==> src/rtl/if_map_buffer_writer.sv <==
// Input feature-map writer: streams row elements into a circular buffer and
// records each row's first/last buffer address into the row start/end RAMs.
module if_map_buffer_writer #(
   parameter int DATA_WIDTH = 16,
   parameter int ADDR_WIDTH = 6,
   parameter int ROW_WIDTH  = 4
) (
   input  logic                  clk,
   input  logic                  rst,
   input  logic                  start,
   input  logic [ROW_WIDTH:0]    num_rows,
   input  logic                  in_valid,
   input  logic [DATA_WIDTH-1:0] in_data,
   input  logic                  in_last,
   output logic                  in_ready,
   output logic                  buf_wen,
   output logic [ADDR_WIDTH-1:0] buf_waddr,
   output logic [DATA_WIDTH-1:0] buf_wdata,
   output logic                  row_wen,
   output logic [ROW_WIDTH-1:0]  row_waddr,
   output logic [ADDR_WIDTH-1:0] row_start,
   output logic [ADDR_WIDTH-1:0] row_end,
   input  logic                  free_valid,
   input  logic [ADDR_WIDTH:0]   free_cnt,
   output logic [ADDR_WIDTH:0]   occupancy,
   output logic                  busy,
   output logic                  done,
   output logic                  err
);

   localparam logic [ADDR_WIDTH:0] DEPTH = {1'b1, {ADDR_WIDTH{1'b0}}};

   typedef enum logic [1:0] {IDLE, LOAD, COMMIT, DONE} state_t;

   state_t                state;
   logic [ADDR_WIDTH-1:0] wr_ptr;
   logic [ROW_WIDTH-1:0]  row_cnt;
   logic [ROW_WIDTH:0]    num_rows_q;
   logic                  first_flag;
   logic                  accept;
   logic                  last_row;
   logic                  underflow;
   logic [ADDR_WIDTH+1:0] occ_inc;
   logic [ADDR_WIDTH+1:0] occ_dec;
   logic [ADDR_WIDTH+1:0] occ_diff;
   logic [ADDR_WIDTH:0]   occ_next;

   assign in_ready  = (state == LOAD) && (occupancy < DEPTH);
   assign accept    = in_valid && in_ready;
   assign buf_wen   = accept;
   assign buf_waddr = wr_ptr;
   assign buf_wdata = in_data;
   assign row_wen   = (state == COMMIT);
   assign row_waddr = row_cnt;
   assign busy      = (state == LOAD) || (state == COMMIT);
   assign last_row  = ({1'b0, row_cnt} == (num_rows_q - (ROW_WIDTH+1)'(1)));

   // Accepted element and released elements land in the same cycle; an
   // over-release clamps at empty and raises the sticky error.
   assign occ_inc   = {1'b0, occupancy} + (ADDR_WIDTH+2)'(accept);
   assign occ_dec   = free_valid ? {1'b0, free_cnt} : '0;
   assign underflow = (occ_dec > occ_inc);
   assign occ_diff  = occ_inc - occ_dec;

   // NOTE: every variable assigned in always_comb gets a default first so no latch is inferred.
   always_comb begin
      occ_next = occ_diff[ADDR_WIDTH:0];
      if (underflow)
         occ_next = '0;
   end

   // NOTE: sequential state uses non-blocking assignments only, so all registers update together.
   always_ff @(posedge clk) begin
      if (rst) begin
         state      <= IDLE;
         wr_ptr     <= '0;
         occupancy  <= '0;
         row_cnt    <= '0;
         num_rows_q <= '0;
         first_flag <= 1'b1;
         row_start  <= '0;
         row_end    <= '0;
         err        <= 1'b0;
         done       <= 1'b0;
      end else begin
         occupancy <= occ_next;
         if (underflow)
            err <= 1'b1;
         if (accept)
            wr_ptr <= wr_ptr + ADDR_WIDTH'(1);

         case (state)
            IDLE, DONE: begin
               // Buffer pointer and occupancy carry over between loads.
               if (start) begin
                  num_rows_q <= num_rows;
                  row_cnt    <= '0;
                  first_flag <= 1'b1;
                  done       <= 1'b0;
                  state      <= LOAD;
               end
            end
            LOAD: begin
               if (accept) begin
                  if (first_flag) begin
                     row_start  <= wr_ptr;
                     first_flag <= 1'b0;
                  end
                  if (in_last) begin
                     row_end <= wr_ptr;
                     state   <= COMMIT;
                  end
               end
            end
            COMMIT: begin
               row_cnt    <= row_cnt + ROW_WIDTH'(1);
               first_flag <= 1'b1;
               if (last_row) begin
                  done  <= 1'b1;
                  state <= DONE;
               end else begin
                  state <= LOAD;
               end
            end
            default: state <= IDLE;
         endcase
      end
   end

endmodule

==> config.mk <==
export PLATFORM = sky130hd
export DESIGN_NAME = if_map_buffer_writer
export DESIGN_NICKNAME = d
export VERILOG_FILES = /design/src/rtl/if_map_buffer_writer.sv
export SDC_FILE = /design/constraint.sdc
export NUM_CORES = 1
export LEC_CHECK = 0
export BUFFER_PORTS_ARGS = -buffer_cell sky130_fd_sc_hd__buf_2
export CAP_MARGIN = 20
export CORE_ASPECT_RATIO = 1.1
export CORE_MARGIN = 5
export CORE_UTILIZATION = 34
export DETAILED_ROUTE_END_ITERATION = 7
export SLEW_MARGIN = 0
export SYNTH_ARGS = -nofsm -noshare
export SYNTH_HDL_FRONTEND = slang
export SYNTH_SLANG_ARGS = --single-unit
==> constraint.sdc <==
create_clock -name clk -period 6.4 [get_ports clk]
set_clock_uncertainty 0.15 [all_clocks]
set_input_delay 0.64 -clock clk [delete_from_list [all_inputs] [get_ports clk]]
set_output_delay 0.64 -clock clk [all_outputs]
set_load 0.05 [all_outputs]
* Yosys cells after proc, flatten, opt, wreduce, memory -nomap -nowiden
Index checks and enable logic that the tools add are counted.
** Word-level totals
- Bits in registers :: 39
- Bits of input ports :: 34
- Output and inout bits :: 51
- Logic and storage cells :: 53
** Cells by class
- $add $sub $neg :: 5
- Order comparisons :: 2
- Equal/unequal tests :: 8
- Mux-type cells :: 14
- Reduce and logical (&&, ||, !) cells :: 14
** Operators by type and width (number)
- AND reduction 3 bit :: 4
- adder 7 x 1 -> 8 bit :: 1
- > comparator 7 x 8 -> 1 bit :: 1
- two-way mux 2 bit :: 4
- case mux 4 bit (2 select lines) :: 1
- less-than comparator 7 bit (second input constant) :: 1
- two-way mux 7 bit :: 1
- subtractor 7 bit :: 1
- adder 6 x 1 -> 6 bit (second input constant) :: 1
- != test 2 bit (second input constant) :: 3
- case mux 2 bit (3 select lines) :: 1
- AND reduction 2 bit :: 3
- == test 4 x 5 -> 1 bit :: 1
- subtractor 5 x 1 -> 5 bit (second input constant) :: 1
- adder 4 x 1 -> 4 bit (second input constant) :: 1
- == test 2 bit (second input constant) :: 2
- two-way mux 1 bit :: 4
- two-way mux 4 bit :: 1
- OR reduction 2 bit :: 2
- case mux 1 bit (3 select lines) :: 1
- == test 2 x 1 -> 1 bit (second input constant) :: 1
- logical AND 1 bit :: 2
- logical NOT 2 bit :: 1
- != test 2 x 1 -> 1 bit (second input constant) :: 1
- 3 further kinds :: 3

* Logic depth before layout (Yosys ltp)
Gate-level depths: netlist of run 1.
- Depth after elaboration :: 6
- Mapped depth :: 16
- Depth with buffers taken out :: 14

* Worst setup path after synthesis of run 1
Ideal clock, no wire load.
- Path kind :: register to register
- From :: register occupancy[6]
- To :: register occupancy[3]
- Setup time :: 0.061 ns
- Arrival time :: 3.019 ns
- Data required time :: 6.189 ns
- Setup slack :: 3.170 ns
- Stages on the path, launching flop included :: 14
- Path buffers :: 2
- Period minus slack after synthesis :: 3.230 ns
- Cell sequence :: dfxtp_1 -> and3b_1 -> buf_4 -> buf_4 -> ha_1 -> ha_1 -> nand3_1 -> xnor2_1 -> ha_1 -> o21a_1 -> o21ai_0 -> a32oi_1 -> a21oi_2 -> and4_1
** On the way
- Cells in the longest elaborated chain, start to end :: 6
- Elaborated cells on any way between the ends :: 7
- Classes of those cells :: add/sub (2); order compare (2); reduce/logical (3)
** RTL lines
- start, declared :: RTL line 25 : output logic [ADDR_WIDTH:0] occupancy,
- start signal, assigned :: RTL line 86 : occupancy <= occ_next;
- less-than comparator 7 bit * :: RTL line 48 : assign in_ready = (state == LOAD) && (occupancy < DEPTH);
- logical AND 1 bit * :: RTL line 48
- logical AND 1 bit * :: RTL line 49 : assign accept = in_valid && in_ready;
- named net buf_wen :: RTL line 16 : output logic buf_wen,
- adder 7 x 1 -> 8 bit * :: RTL line 60 : assign occ_inc = {1'b0, occupancy} + (ADDR_WIDTH+2)'(accept);
- > comparator 7 x 8 -> 1 bit :: RTL line 62 : assign underflow = (occ_dec > occ_inc);
- OR reduction 2 bit (no line)
Mark *: on every way through the listed nets, which the timed path passes. The rest lies on a longest branch.
A chain may end at the register's enable or synchronous reset.

* Final worst setup path of run 1
- From :: register state[1]
- To :: register occupancy[3]
** On the way
- Cells in the longest elaborated chain, start to end :: 6
- Elaborated cells on any way between the ends :: 7
- Classes of those cells :: add/sub (2); order compare (1); eq/ne (1); reduce/logical (3)
** RTL lines
- start, declared :: RTL line 35 : state_t state;
- start signal, assigned :: RTL line 75 : state <= IDLE;
- start signal, assigned :: RTL line 100 : state <= LOAD;
- start signal, assigned :: RTL line 111 : state <= COMMIT;
- == test 2 x 1 -> 1 bit * :: RTL line 48
- logical AND 1 bit * :: RTL line 48
- logical AND 1 bit * :: RTL line 49
- adder 7 x 1 -> 8 bit * :: RTL line 60
- > comparator 7 x 8 -> 1 bit :: RTL line 62
- OR reduction 2 bit (no line)
Every way passes the cells marked *; elsewhere a longest branch is shown, timed or not.

==> metrics.md, run 1 <==
| Metric | Value |
|---|---|
| Outcome | complete, no violations |
| Initial DRC Count | roughly 110 |
| WP buf/inv | 1 |
| Final Cycle Share | 0.5371 |
| Synth top area share | 0.3399 |
| Clock-pin slew on the worst setup and hold paths | around 0.080 ns |
| Clock tree sinks | 39 |
| Cells after Synth | 286 |
| Final Slew Violations | 0 |
| Crit path kind | reg2reg |
| Max_cap viols | 0 |
| Post-Route Setup TNS | 0 ns |
| Count of hold-fix buffers inserted at cts | 0 |
| CTS buffer count | 5 |
| Die Wd | ~88 um |
| Total gr overflow | 0 |
| Crit. End Element | flip-flop |
| Post_cts resized | 0 |
| Port bufs | between 50 and 60 |
| Crit path required time | between 6 and 7 ns |
| CP startpoint kind | flip-flop |
| Starting density of the core | 0.3484 |
| Most frequent cell after synthesis | nand2_1 |
| Die height | 96.21 um |
| Top cells by count, synth | nand2_1 (44), dfxtp_1 (39), a21oi_1 (23), nor2_1 (22), inv_1 (21) |
| Crit Path Max Fanout | 16 |
| Final core occ | 0.3934 |
| Antenna violations before repair | 0 |
| Synth warn | 0 |
| Yosys cell types | a little over 40 |
| Top delay family on crit path | adder cells |
| Maximum VDD drop | 259.2 uV |
| First-pass GRT wire length | ~8.4 mm |
| Ports | 85 |
| RSZ-0062 raised after global routing | false |
| Total wire length | roughly 5.3 mm |
| CP Cell Sequence | inv_1 > ha_1 > and3b_1 > ha_1 > ha_1 > nand3_1 > xnor2_1 > ha_1 > o21a_1 > o21ai_0 > a32oi_1 > a21oi_2 > and4_1 |
| # setup viols final | 0 |
| CP arrival | approximately 3.5 ns |
| CP max stage cell | and3b_1 |
| RD Place Congestion | between 0.8 and 0.9 |
| Detailed-route DRC error count | 0 |
| Post-DP HPWL | approximately 4.2 mm |
| CTS max path bufs | 2 |
| NumNets Final | ~370 |
| Min-delay worst type | reg2reg |
| Core area | between 0.006 and 0.007 sq mm |
| Synth top area cells | dfxtp_1 (34%), ha_1 (11%), nand2_1 (7.2%) |
| Tot GR Track Use | 0.1238 |
| Layout cells sized above 1 | 0.2044 |
| Register area | slightly below 800 sq um |
| Top FF cell, synth | dfxtp_1 |
| Overall Power | 0.9047 mW |
| N_diodes | 0 |
| Vias per cell | slightly below 5 |
| Die area | ~0.0085 sq mm |
| Final-report hold violation count | 0 |
| Area growth from synthesis to layout | 12.91% |
| Seq/Total Area, Yosys | 0.3399 |
| H-Tree Level Count | 2 |
| Slew @ Worst Pin | 0.6552 ns |
| Syn Area/Cell | 8.032 sq um |
| Pleak | between 1 and 1.5 nW |
| Post-synth EDFFs | 0 |
| Flops & latches, synth | 39 |
| Largest net degree at the start of global routing | 34 |
| First-pass detailed-route iteration total | 4 |
| Worst reg-to-reg setup slack | slightly below 3 ns |
| Clock root buffer | clkbuf_8 |
| Post-synth ARST share | 0 |
| Cell Area, Synth | around 0.0023 sq mm |
| Skew-Pair Late Insertion Delay | approximately 0.29 ns |
| Fmax | 290.9 MHz |
| Wire per inst | roughly 13 um |
| Leading area contributor after synthesis | dfxtp_1 |
| Mapped Nets | about 340 |
| Vias in the first global route | ~1,800 |
| Multi-input gate area | 0.001259 sq mm |
| Cell repeated most along the worst path | ha_1 |
| Pwr Density | about 350 mW/mm^2 |
| TritonCTS clock tree | yes |
| Crit path largest cell delay | around 0.54 ns |
| Relative slew slack | 0.5632 |
| Filler cells | between 700 and 800 |
| Post-DRT Antenna Nets | 0 |
| Final min period | about 3.4 ns |
| Vias | just under 2,000 |
| Post-CTS setup buffers | 0 |
| Rows | 31 |
[placed cells by master (no fill, tap or decap), drive strengths merged, types with 2 or more instances in the layout]
cell,instances
a32oi,2
a21oi,24
o211ai,4
nand2b,4
buf,52
nor3b,2
nand4,2
nor3,3
nand2,44
ha,20
and2,2
and4,2
a22oi,4
xor2,7
xnor2,7
clkbuf,5
nor2b,6
o21ai,6
inv,21
and3b,2
nand3,18
a211oi,2
a21boi,2
clkinv,2
dfxtp,39
a31oi,3
mux2i,2
nor2,22
[through the flow]
stage / hold slack (ns) / setup WS (ns) / instances / cell area [sq um]
final: 0.3080 / 2.963 / 400 / 2594
after detailed placement: 0.2989 / 2.902 / 392 / 2481
after global routing: 0.3295 / 2.633 / 400 / 2594
after global placement: 0.2939 / 2.980 / 392 / 2481
after floorplan: 0.2953 / 3.170 / 286 / 2297
after CTS: 0.3107 / 2.953 / 400 / 2594
[sequential cells by signal (all words and copies together), names as in the netlist]
| register | count |
|---|---|
| occupancy | 7 |
| buf_waddr | 6 |
| row_end | 6 |
| row_start | 6 |
| num_rows_q | 5 |
| row_waddr | 4 |
| state | 2 |
| done | 1 |
| err | 1 |
| first_flag | 1 |
[final timing paths]
| check | start | end | depth (start not counted) |
|---|---|---|---|
| max | state[1] | occupancy[3] | 13 |
| max reg2reg | state[1] | occupancy[3] | 13 |
| min reg2reg | row_end[3] | row_end[3] | 2 |
| min | row_end[3] | row_end[3] | 2 |
[final cells by class]
class / count / area share
repair buffers: 52 / 0.1003
multi-input cells: 198 / 0.4853
clock inverters: 3 / 0.01688
clock buffers: 5 / 0.02653
inverters: 21 / 0.03039
well taps: 82 / 0.03956
flip-flops and latches: 39 / 0.3010
[cell families (layout without fill, tap and decap cells)]
group           Yosys count  after routing  synth area share
xor+xnor                 14             14           0.05338
fa+ha+maj                21             21            0.1176
mux                       2              2          0.008715
flops                    39             39            0.3399
simple gates            110            110            0.2271
compound gates           51             51            0.1411
buf+inv                  49             81            0.1122
[power by group]
part	switching [mW]	leakage, nW	internal (mW)
clock network	0.0904	0.0581	0.116
logic	0.260	0.814	0.133
registers	0.0352	0.317	0.271
total	0.385	1.19	0.520
[worst register-to-register path: stages (launching register included)]
cell	delay (ns)
dfxtp_1	0.34
inv_1	0.06
ha_1	0.23
and3b_1	0.54
ha_1	0.27
ha_1	0.19
nand3_1	0.12
xnor2_1	0.16
ha_1	0.35
o21a_1	0.19
o21ai_0	0.16
a32oi_1	0.11
a21oi_2	0.29
and4_1	0.22
[routing by layer]
layer,wire [um],up-vias,track usage
met4,37,0,0.02897
li1,-,1001,-
met5,0,-,0
met2,2665,50,0.2151
met3,307,4,0.02740
met1,2313,924,0.1553
No activity file was read; power rests on OpenSTA's default activity.
==> run 2, diff against run 1 <==
==> constraint.sdc (replaced) <==
create_clock -name clk -period 3 [get_ports clk]
set_clock_uncertainty 0.15 [all_clocks]
set_input_delay 0.3 -clock clk [delete_from_list [all_inputs] [get_ports clk]]
set_output_delay 0.3 -clock clk [all_outputs]
set_load 0.05 [all_outputs]
==> run 2 against run 1 <==
Compared with the run above:
- total power rose by 120%
- via count rose by 1.9%
- combinational power rose to 2.5 times the previous value
- worst hold slack got worse by 0.21 ns
- first-iteration DRC count fell by 28%
- worst setup slack got worse by 2.9 ns
- clock power rose by 69%
- highest routed layer unchanged
==> metrics.md, run 2 (same netlist as run 1, synthesis figures left out) <==
| Metric | Value |
|---|---|
| Outcome | complete, no violations (unchanged) |
| Maximum VDD drop | 511.9 uV (was 259.2 uV) |
| Crit Path Max Fanout | 7 (was 16) |
| Final-report hold violation count | 0 (unchanged) |
| Max_cap viols | 0 (unchanged) |
| Wire per inst | 14.13 um (was 13.31 um) |
| RD Place Congestion | 0.8924 (was 0.8999) |
| CTS buffer count | 5 (unchanged) |
| Clock root buffer | clkbuf_8 (unchanged) |
| Core area | 0.006594 sq mm (unchanged) |
| H-Tree Level Count | 2 (unchanged) |
| Final min period | 2.923 ns (was 3.437 ns) |
| Largest register FFs | 7 (unchanged) |
| Vias per cell | 4.956 (was 4.948) |
| NumNets Final | 379 (was 372) |
| Crit path kind | reg2reg (unchanged) |
| CP arrival | 3.01 ns (was 3.52 ns) |
| Total wire length | 5.751 mm (was 5.323 mm) |
| CP max stage cell | dfxtp_2 (was and3b_1) |
| Tot GR Track Use | 0.1345 (was 0.1238) |
| Ports | 85 (unchanged) |
| Die height | 96.21 um (unchanged) |
| Commonest non-fill, non-tap cell in the layout | buf_2 (unchanged) |
| Cell repeated most along the worst path | ha_2 (was ha_1) |
| Clock tree sinks | 39 (unchanged) |
| Crit path largest cell delay | 0.34 ns (was 0.54 ns) |
| Crit. End Element | flip-flop (unchanged) |
| Clock-pin slew on the worst setup and hold paths | 0.08 ns (about the same) |
| Area growth from synthesis to layout | 18.68% (was 12.91%) |
| Met3 Usage GRT | 0.03853 (was 0.02740) |
| Top delay family on crit path | adder cells (unchanged) |
| First-pass GRT wire length | 8.956 mm (was 8.390 mm) |
| Min-delay worst type | in2reg (was reg2reg) |
| N_diodes | 0 (unchanged) |
| Crit path required time | 3.09 ns (was 6.48 ns) |
| CTS max path bufs | 2 (unchanged) |
| Largest net degree at the start of global routing | 34 (unchanged) |
| M1 GR Usage | 0.1698 (was 0.1553) |
| Post-DRT Antenna Nets | 0 (unchanged) |
| Fmax | 342.1 MHz (was 290.9 MHz) |
| Detailed-route DRC error count | 0 (unchanged) |
| Final Slew Violations | 0 (unchanged) |
| GRT met2 Usage | 0.2138 (was 0.2151) |
| Overall Power | 1.995 mW (was 0.9047 mW) |
| Pleak | 1.225 nW (was 1.190 nW) |
| GRT busiest layer | met2 (unchanged) |
| Final Cycle Share | 0.9743 (was 0.5371) |
| Die Wd | 88.37 um (unchanged) |
| Port bufs | 52 (unchanged) |
| Relative slew slack | 0.5476 (was 0.5632) |
| Post-DP HPWL | 4.161 mm (was 4.212 mm) |
| # setup viols final | 0 (unchanged) |
| CP Cell Sequence | inv_1 > ha_2 > and3b_2 > ha_2 > ha_2 > nand3_4 > xnor2_2 > ha_1 > o21a_1 > o21ai_2 > a32oi_2 > a21oi_4 > and4_1 (was inv_1 > ha_1 > and3b_1 > ha_1 > ha_1 > nand3_1 > xnor2_1 > ha_1 > o21a_1 > o21ai_0 > a32oi_1 > a21oi_2 > and4_1) |
| Antenna violations before repair | 0 (unchanged) |
| Vias | 2,017 (was 1,979) |
| Vias in the first global route | 1,899 (was 1,838) |
| Final core occ | 0.4135 (was 0.3934) |
| Rows | 31 (unchanged) |
| Final worst slack | 0.07700 ns (was 2.963 ns) |
| CP startpoint kind | flip-flop (unchanged) |
| Die area | 0.008502 sq mm (unchanged) |
| Count of hold-fix buffers inserted at cts | 0 (unchanged) |
| Setup WS pre-CTS | 0.05365 ns (was 2.902 ns) |
| Initial DRC Count | 81 (was 113) |
| First-pass detailed-route iteration total | 4 (unchanged) |
| Starting density of the core | 0.3484 (unchanged) |
| Skew-Pair Late Insertion Delay | 0.29 ns (about the same) |
| Pwr Density | 731.6 mW/mm^2 (was 348.8 mW/mm^2) |
| Commonest non-fill, non-tap cells in the layout | buf_2 (52), nand2_1 (44), dfxtp_1 (36) (was buf_2 (52), nand2_1 (44), dfxtp_1 (39)) |
| Slew @ Worst Pin | 0.6786 ns (was 0.6552 ns) |
| Largest reg by FF count | occupancy (unchanged) |
| Layout cells sized above 1 | 0.2800 (was 0.2044) |
| Total gr overflow | 0 (unchanged) |
| Post-Route Setup TNS | 0 ns (unchanged) |
| WP buf/inv | 1 (unchanged) |
| TritonCTS clock tree | yes (unchanged) |
==> run 2: changes by cell type in the layout (fill, tap and decap cells not counted), moves of 3 or more <==
cell	delta
buf_4	+7
dfxtp_1	-3
dfxtp_2	+3
ha_1	-4
ha_2	+4
nor2_1	-3
==> run 2: layout make-up <==
cell class	count	area, sq um
fill	687	3867
multi-input combinational	198	1366
sequential	39	784.5
timing repair buffer	59	312.8
tap	82	102.6
inverter	21	78.83
clock buffer	7	76.32
clock inverter	1	5.005
==> run 2: metrics by stage <==
step / hold slack, ns / area (sq um) / instances
2_1_floorplan: 0.2953 / 2308 / 286
3_3_place_gp: 0.2920 / 2507 / 395
3_5_place_dp: 0.2981 / 2507 / 395
4_1_cts: 0.08746 / 2589 / 403
5_1_grt: 0.1076 / 2726 / 407
6_report: 0.09872 / 2726 / 407
==> run 2: repair_timing <==
item / 4_1_cts / 5_1_grt
setup buffers: 0 / 4
gates resized for setup: 0 / 25
endpoints found under the setup margin: 0 / 8
==> run 2: worst min-delay path, delay by kind of cell <==
kind	cells	cell delay, ns
buffers and inverters	1	0.10
AO/OA/AOI/OAI	1	0.05
AND/OR/NAND/NOR	1	0.05
==> run 2: report_power, final <==
part	internal (mW)	leakage (nW)	switching, mW	total, mW
combinational	0.360	0.865	0.624	0.985
clock	0.163	0.0422	0.186	0.349
sequential	0.579	0.318	0.0814	0.661
total	1.10	1.23	0.891	1.99
==> run 2: layer usage <==
layer,part of all wire,vias up
met3,0.055,14
met1,0.44,941
met5,0,-
met4,0.030,0
li1,-,1013
met2,0.48,49
==> run 2: path summary, 6_finish.rpt <==
| kind | from | end | slack, ns | depth (start not counted) |
|---|---|---|---|---|
| min reg2reg | row_start[5] | row_start[5] | 0.30 | 2 |
| min | num_rows[0] | num_rows_q[0] | 0.1 | 3 |
| max reg2reg | state[1] | occupancy[3] | 0.08 | 13 |
| max | state[1] | occupancy[3] | 0.08 | 13 |
